**config.mk**
```make
export PLATFORM = sky130hd
export DESIGN_NAME = count_pulse_gen_flat
export DESIGN_NICKNAME = d
export VERILOG_FILES = /design/src/rtl/count_pulse_gen_if.sv /design/src/rtl/count_pulse_gen.sv /design/src/flat_wrapper.sv
export SDC_FILE = /design/constraint.sdc
export NUM_CORES = 1
export LEC_CHECK = 0
export CORE_MARGIN = 4
export CORE_UTILIZATION = 44
export CTS_CLUSTER_DIAMETER = 200
export DETAILED_ROUTE_END_ITERATION = 7
export DONT_BUFFER_PORTS = 1
export PLACE_DENSITY = 0.69
export SETUP_SLACK_MARGIN = 0.02
export SKIP_LAST_GASP = 1
export SLEW_MARGIN = 30
export SYNTH_ARGS = -nofsm -noshare
export SYNTH_HDL_FRONTEND = slang
export SYNTH_SLANG_ARGS = --single-unit
```
**constraint.sdc**
```tcl
create_clock -name clock -period 1.5 [get_ports clock]
set_input_delay 0.375 -clock clock [delete_from_list [all_inputs] [get_ports clock]]
set_output_delay 0.375 -clock clock [all_outputs]
set_load 0.01 [all_outputs]
```
**src/rtl/count_pulse_gen_if.sv**
```systemverilog
// Push-button bundle: raw button level in, debounced level and count pulse out.
interface count_pulse_gen_if;
    logic button;
    logic count;
    logic held;

    modport master (output button, input count, held);
    modport slave  (input button, output count, held);
endinterface

```
**src/rtl/count_pulse_gen.sv**
```systemverilog
// Debounced push-button to single-cycle count pulse, with optional auto-repeat
// while the button stays held.
module count_pulse_gen #(
    parameter int unsigned DEBOUNCE_CYCLES = 4,
    parameter int unsigned REPEAT_DELAY    = 16,
    parameter int unsigned REPEAT_PERIOD   = 8,
    parameter bit          REPEAT_ENABLE   = 1'b1
) (
    input  logic              clock,
    input  logic              reset,
    count_pulse_gen_if.slave  bus
);

    localparam int unsigned TMAX = (REPEAT_DELAY > REPEAT_PERIOD) ? REPEAT_DELAY : REPEAT_PERIOD;
    localparam int unsigned TW   = $clog2(TMAX + 1);
    localparam int unsigned DBW  = $clog2(DEBOUNCE_CYCLES + 1);

    localparam logic [DBW-1:0] DB_LAST    = DBW'(DEBOUNCE_CYCLES - 1);
    localparam logic [TW-1:0]  DELAY_LAST = TW'(REPEAT_DELAY - 1);
    localparam logic [TW-1:0]  PER_LAST   = TW'(REPEAT_PERIOD - 1);
    localparam logic [TW-1:0]  TIMER_SAT  = TW'(TMAX);

    typedef enum logic [1:0] {
        IDLE      = 2'd0,
        HOLD_WAIT = 2'd1,
        REPEAT    = 2'd2
    } state_e;

    logic [1:0]     sync_q;
    logic           held_q, held_d;
    logic [DBW-1:0] db_cnt_q, db_cnt_d;
    logic [TW-1:0]  timer_q, timer_d;
    state_e         state_q, state_d;
    logic           count_q, count_d;
    logic           rise, fall;

    // NOTE: every register here is a flop with a synchronous clear, so all of
    // them (synchronizer included) share one reset branch and use <= only.
    always_ff @(posedge clock) begin
        if (!reset) begin
            sync_q   <= '0;
            held_q   <= 1'b0;
            db_cnt_q <= '0;
        end else begin
            sync_q   <= {sync_q[0], bus.button};
            held_q   <= held_d;
            db_cnt_q <= db_cnt_d;
        end
    end

    // NOTE: defaults first so no path through the comb blocks infers a latch.
    always_comb begin
        held_d   = held_q;
        db_cnt_d = '0;
        if (sync_q[1] != held_q) begin
            if (db_cnt_q == DB_LAST) begin
                held_d = ~held_q;
            end else begin
                db_cnt_d = db_cnt_q + DBW'(1);
            end
        end
    end

    assign rise = held_d & ~held_q;
    assign fall = ~held_d & held_q;

    // State register
    always_ff @(posedge clock) begin
        if (!reset) begin
            state_q <= IDLE;
            timer_q <= '0;
            count_q <= 1'b0;
        end else begin
            state_q <= state_d;
            timer_q <= timer_d;
            count_q <= count_d;
        end
    end

    // Next-state logic; release is checked before timer expiry so it wins.
    always_comb begin
        state_d = state_q;
        timer_d = timer_q;
        unique case (state_q)
            IDLE: begin
                timer_d = '0;
                if (rise) state_d = HOLD_WAIT;
            end
            HOLD_WAIT: begin
                if (fall) begin
                    state_d = IDLE;
                    timer_d = '0;
                end else if (REPEAT_ENABLE && timer_q == DELAY_LAST) begin
                    state_d = REPEAT;
                    timer_d = '0;
                end else if (timer_q != TIMER_SAT) begin
                    timer_d = timer_q + TW'(1);
                end
            end
            REPEAT: begin
                if (fall) begin
                    state_d = IDLE;
                    timer_d = '0;
                end else if (timer_q == PER_LAST) begin
                    timer_d = '0;
                end else begin
                    timer_d = timer_q + TW'(1);
                end
            end
            default: begin
                state_d = IDLE;
                timer_d = '0;
            end
        endcase
    end

    // Output logic
    always_comb begin
        count_d = 1'b0;
        unique case (state_q)
            IDLE:      count_d = rise;
            HOLD_WAIT: count_d = ~fall & REPEAT_ENABLE & (timer_q == DELAY_LAST);
            REPEAT:    count_d = ~fall & (timer_q == PER_LAST);
            default:   count_d = 1'b0;
        endcase
    end

    assign bus.count = count_q;
    assign bus.held  = held_q;

endmodule

```
**src/flat_wrapper.sv**
```systemverilog
// flat-port wrapper written by rule: the top's interface ports become plain ports
module count_pulse_gen_flat 
#(
    parameter int unsigned DEBOUNCE_CYCLES = 4,
    parameter int unsigned REPEAT_DELAY    = 16,
    parameter int unsigned REPEAT_PERIOD   = 8,
    parameter bit          REPEAT_ENABLE   = 1'b1
)
  (clock, reset, bus_button, bus_count, bus_held);
  count_pulse_gen_if bus_i ();
  input  logic clock;
  input  logic reset;
  input wire logic [$bits(bus_i.button)-1:0] bus_button;
  output wire logic [$bits(bus_i.count)-1:0] bus_count;
  output wire logic [$bits(bus_i.held)-1:0] bus_held;
  assign bus_i.button = bus_button;
  assign bus_count = bus_i.count;
  assign bus_held = bus_i.held;
  count_pulse_gen #(.DEBOUNCE_CYCLES(DEBOUNCE_CYCLES), .REPEAT_DELAY(REPEAT_DELAY), .REPEAT_PERIOD(REPEAT_PERIOD), .REPEAT_ENABLE(REPEAT_ENABLE)) u_core (.clock(clock), .reset(reset), .bus(bus_i));
endmodule
```
After elaboration in Yosys (flattened, before gate mapping)

Cells that the tools add are included.

Add/subtract/negate cells: 2
Multiply operators: 0
Div/mod/pow operators: 0
$lt $le $gt $ge: 0
Equality and inequality tests: 11
Shifts and indexed selects: 0
Muxes and demuxes: 14
Bitwise logic cells: 9
Reduce and logical (&&, ||, !) cells: 3

Operator list:

| cell                                                                  | count |
|---|---|
| 5-bit 2-to-1 mux                                                      | 5 |
| 5-bit case mux with 2 select lines                                    | 1 |
| 2-bit 2-to-1 mux                                                      | 4 |
| 2-bit case mux with 3 select lines                                    | 1 |
| 5-bit by 1-bit adder with 5-bit output, second input constant         | 1 |
| 5-bit by 3-bit equality test with 1-bit output, second input constant | 1 |
| 5-bit by 4-bit equality test with 1-bit output, second input constant | 1 |
| 5-bit != test, second input constant                                  | 1 |
| 1-bit inverter                                                        | 5 |
| 1-bit bitwise AND                                                     | 4 |
| 2-bit by 1-bit != test with 1-bit output, second input constant       | 2 |
| 4-bit by 1-bit != test with 1-bit output, second input constant       | 1 |
| 3-bit by 1-bit adder with 3-bit output, second input constant         | 1 |
| 3-bit by 2-bit equality test with 1-bit output, second input constant | 1 |
| 3-bit by 1-bit != test with 1-bit output, second input constant       | 1 |
| 1-bit case mux with 3 select lines                                    | 1 |
| 3-bit AND reduction                                                   | 1 |
| 3-bit OR reduction                                                    | 1 |
| 2-bit by 1-bit equality test with 1-bit output, second input constant | 1 |
| 2-bit equality test, second input constant                            | 1 |
| 2-bit logical NOT                                                     | 1 |
| 1-bit 2-to-1 mux                                                      | 2 |
| 1-bit != test                                                         | 1 |

Flip-flop bits (word level): 14
Bits in latches: 0
Memory bits (writable): 0
ROM bits: 0
Bits of input ports: 3
Output and inout port bits: 2
Logic and storage cells: 45
Memories kept: 0

Depth between registers and ports, before layout

Depth after elaboration: 8
Mapped depth: 8

Least setup slack after synthesis

OpenSTA, ideal clock, no wires.

Kind: flip-flop to flip-flop
Start point: register u_core.timer_q[0]
End point: register u_core.timer_q[1]
Setup time: 0.062 ns
Arrival time: 1.600 ns
Data required time: 1.438 ns
Setup slack: -0.162 ns
Cell stages (with the launch flop): 9
Path buffers: 0
Path through: dfxtp_1 ha_1 nand3_1 inv_1 ha_1 and2b_4 nand4_4 mux2_4 nor2_2

Longest elaborated chain between the ends: 5
Elaborated cells between the ends (all ways): 11
Classes of those cells: 1 x add/sub; 4 x eq/ne; 6 x mux

Ends and longest elaborated chain:

| item                                   | RTL line                                      | text |
|---|---|---|
| start, declared                        | count_pulse_gen.sv:32                         | `logic [TW-1:0] timer_q, timer_d;` |
| start signal, assigned                 | count_pulse_gen.sv:75                         | `timer_q <= timer_d;` |
| 5-bit by 1-bit adder with 5-bit output | count_pulse_gen.sv:97, count_pulse_gen.sv:107 |  |
| 5-bit 2-to-1 mux                       | count_pulse_gen.sv:96                         | `end else if (timer_q != TIMER_SAT) begin` |
| 5-bit 2-to-1 mux                       | count_pulse_gen.sv:93                         | `end else if (REPEAT_ENABLE && timer_q == DELAY_LAST) begin` |
| 5-bit 2-to-1 mux                       | count_pulse_gen.sv:90                         | `if (fall) begin` |
| 5-bit case mux with 2 select lines     | count_pulse_gen.sv:84                         | `unique case (state_q)` |

Several ways; a longest one is shown, not always the timed one. The select of a mux whose other input is x is not followed.
A chain may end at the register's enable or synchronous reset.

Worst setup path in the final report

Same ends and word-level chain as after synthesis.

==> implementation parameters <==
Parameter                              Value

Logic synthesis
  Syn_area_per_cell ... 9.346 sq um
  Sequential fraction of the synthesis area ... 0.3613
  Synthesized instance count ... 83
  Synthesized Nets ... between 90 and 100
  Summed instance area of the synthesized netlist ... 775.7 sq um
  #FFs+latches synth ... 14
  Area share of the largest cell type after synthesis ... 0.3613
  Most area-hungry cell type in the Yosys netlist ... sky130_fd_sc_hd__dfxtp_1
  Cells taking the most area after synthesis ... sky130_fd_sc_hd__dfxtp_1 (36%), sky130_fd_sc_hd__ha_1 (18%), sky130_fd_sc_hd__inv_1 (3.9%)
  Yosys cell types ... 28
  Count of synthesis-stage warnings from yosys ... 0

Route
  Routed wire per std cell ... 14.45 microns
  Routed wire length ... approximately 1.7 mm
  Routed Antenna Nets ... 0
  Initial detailed-routing violation count ... 21
  Number of vias after detailed routing ... 644
  Residual DRC count ... 0
  Vias per cell ... ~5.6
  Drt first pass iters ... 4

Clock network
  Htree depth ... 1
  Insertion delay to the later sink of the worst-skew pair ... 0.29 ns
  TritonCTS clock tree ... built
  Library cell used as clock root buffer ... sky130_fd_sc_hd__clkbuf_4
  Clock Sinks ... 14
  TritonCTS buffer count ... 3
  Hold bufs inserted after CTS ... 0
  Reg clk slew, reported paths ... around 0.1 ns
  Clock buffer depth ... 2

Die
  Number of ports placed on the die boundary ... 5
  Initial core utilization ... 0.4921
  Height of the die ... ~50 microns
  Die outline area ... 0.002499 sq mm
  Area of the placeable core ... about 0.0016 sq mm
  Core Rows ... 14
  Die boundary width ... 49.99 microns

Placed design
  Post-Place Cell Area ... 889.6 sq um
  Half-perimeter wire length after placement ... 1.150 mm
  Count of input and output buffers ... 0
  Final weighted congestion of routability-driven global placement ... 0.8314

Final layout
  Area of all sequential standard cells ... 285.3 sq um
  Final net count ... around 120
  Area of all placed cells without fillers ... 991.0 sq um
  Post-route core utilization ... 0.6286
  Filler cell count in the final layout ... 139
  Layout cells sized above 1 ... 0.3300
  Ant. Diodes ... 0
  Layout-stage area growth over the synthesis result ... 27.74%
  Area used by multi-input combinational logic ... 510.5 sq um

Timing
  Final worst-path cycle share ... 1.082
  Time the worst path needs with I/O delays and setup ... around 1.6 ns
  Number of max-slew violations in the final report ... 0
  Final Hold Fails ... 0
  Max-slew headroom at the worst pin ... 0.8326
  Worst Setup Slack, final ... -0.1224 ns
  Fin Clk Skew ... 0.01484 ns
  Highest Clock Rate ... a little over 600 MHz
  Number of failing setup endpoints in the final timing report ... 6
  Worst hold margin ... 0.2152 ns
  Actual transition at the worst max-transition pin ... around 0.25 ns
  Setup repair after global routing missed its margin ... true

Worst setup path
  Largest driver fanout on the critical path ... 5
  Worst Path Arrival ... ~1.9 ns
  Required time of the critical path ... 1.74 ns
  Crit end category ... register
  CP startpoint kind ... register
  Crit Path Category ... register to register

Power
  Worst IR Drop VDD ... between 0.4 and 0.5 mV
  Total leakage power ... roughly 0.40 nW
  Power density over the cells ... approximately 670 mW/mm^2
  Total power ... 0.0006675 W

Global routing
  Maximum number of pins on one net before global-route repair ... 12
  Number of global-route vias before repair ... 607
  First-pass GRT wire length ... around 2.7 mm
  Total routing usage reported by global routing ... 0.1438
  Initial antenna violation count ... 0
  Overall overflow remaining after global route ... 0

Outcome
  Failing checks ... setup timing
  Run status ... complete, but fails checks

Run
  Maximum capacitance violations ... 0

Hold path
  Hold WC Path Type ... input port to register
placed cells by master (no fill, tap or decap), types with 3 or more instances in the layout:
| master | synthesis | final |
|---|---|---|
| sky130_fd_sc_hd__dfxtp_1 | 14 | 12 |
| sky130_fd_sc_hd__clkbuf_4 | 0 | 3 |
| sky130_fd_sc_hd__nand2_1 | 7 | 6 |
| sky130_fd_sc_hd__inv_1 | 8 | 7 |
| sky130_fd_sc_hd__buf_4 | 0 | 13 |
| sky130_fd_sc_hd__nor2_1 | 7 | 7 |
| sky130_fd_sc_hd__ha_1 | 11 | 7 |
| sky130_fd_sc_hd__nand3b_1 | 4 | 4 |
| sky130_fd_sc_hd__nand3_1 | 5 | 4 |
layer usage:
metal / vias to the layer above / part of all wire / global-route usage / routed length, microns
met1: 305 / 0.43 / 0.1640 / 719
met3: 2 / 0.054 / 0.06325 / 91
met4: 0 / 0.010 / 0.04147 / 17
met2: 17 / 0.51 / 0.2391 / 848
met5: - / 0 / 0 / 0
li1: 320 / - / - / -
power by group:
| part | internal [W] | switching, W |
|---|---|---|
| clock | 0.000148 | 0.000134 |
| combinational | 0.00000571 | 0.00000526 |
| sequential | 0.000373 | 0.00000165 |
| total | 0.000526 | 0.000141 |
synth_stat cells, drive strengths merged:
cell and number:
nand4 1, o211ai 2, xor2 1, nor3b 1
inv 8, nand3 5, dfxtp 14, o21ai 3
a31oi 1, nand3b 4, xnor2 1, a21boi 1
ha 11, nand2b 2, o2111ai 1, a21oi 1
o31a 1, clkbuf 1, or2 1, mux2 1
a2bb2oi 1, nand2 7, mux2i 2, a211oi 1
and2 2, and2b 1, nor2 8
logic make-up after synthesis:
family / synth area share
compound gates: 0.1065
xor+xnor: 0.02258
fa+ha+maj: 0.1774
buf+inv: 0.04355
flops: 0.3613
mux: 0.04516
simple gates: 0.2436
critical path: stages (launching register included):
cell and delay [ns]:
sky130_fd_sc_hd__dfxtp_4 0.37, sky130_fd_sc_hd__ha_4 0.16, sky130_fd_sc_hd__nand3_4 0.08, sky130_fd_sc_hd__inv_2 0.04
sky130_fd_sc_hd__ha_4 0.15, sky130_fd_sc_hd__and2b_4 0.27, sky130_fd_sc_hd__nand4_4 0.11, sky130_fd_sc_hd__mux2_4 0.33
sky130_fd_sc_hd__nor2_2 0.07
through the flow:
stage | setup slack (ns) | instances | TNS (ns)
2_1_floorplan | -0.04344 | 83 | -0.04772
3_3_place_gp | -0.05319 | 108 | -0.1173
3_5_place_dp | -0.09284 | 108 | -0.2337
4_1_cts | -0.1004 | 114 | -0.3038
5_1_grt | -0.1976 | 116 | -0.9366
6_report | -0.1224 | 116 | -0.4273
final timing paths:
path	startpoint	endpoint	slack [ns]	cells after the start
worst max register to register	u_core.timer_q[0]	u_core.timer_q[1]	-0.12	8
worst min register to register	u_core.db_cnt_q[0]	u_core.db_cnt_q[0]	0.42	1
worst min-delay path	reset	u_core.sync_q[1]	0.22	1
worst max-delay path	u_core.timer_q[0]	u_core.timer_q[1]	-0.12	8
sequential cells by signal (all words and copies together), names as in the netlist:
| register | cells |
|---|---|
| u_core.state_q | 2 |
| u_core.sync_q | 2 |
| u_core.db_cnt_q | 3 |
| u_core.bus.held | 1 |
| u_core.bus.count | 1 |
| u_core.timer_q | 5 |
layout make-up:
cell class,count,share of cell area
Inverter,8,0.03030
Clock buffer,4,0.03662
Sequential cell,14,0.2879
Tap cell,16,0.02020
Multi-Input combinational cell,60,0.5152
Timing Repair Buffer,14,0.1098
timing repair:
| action | CTS | global route |
|---|---|---|
| gates resized for setup | 0 | 10 |
| hold endpoints to repair | 0 | 0 |
| endpoints found under the setup margin | 5 | 8 |
| pin swaps | 1 | 3 |
| setup buffers | 2 | 2 |
Power figures use the tool's default switching activity.
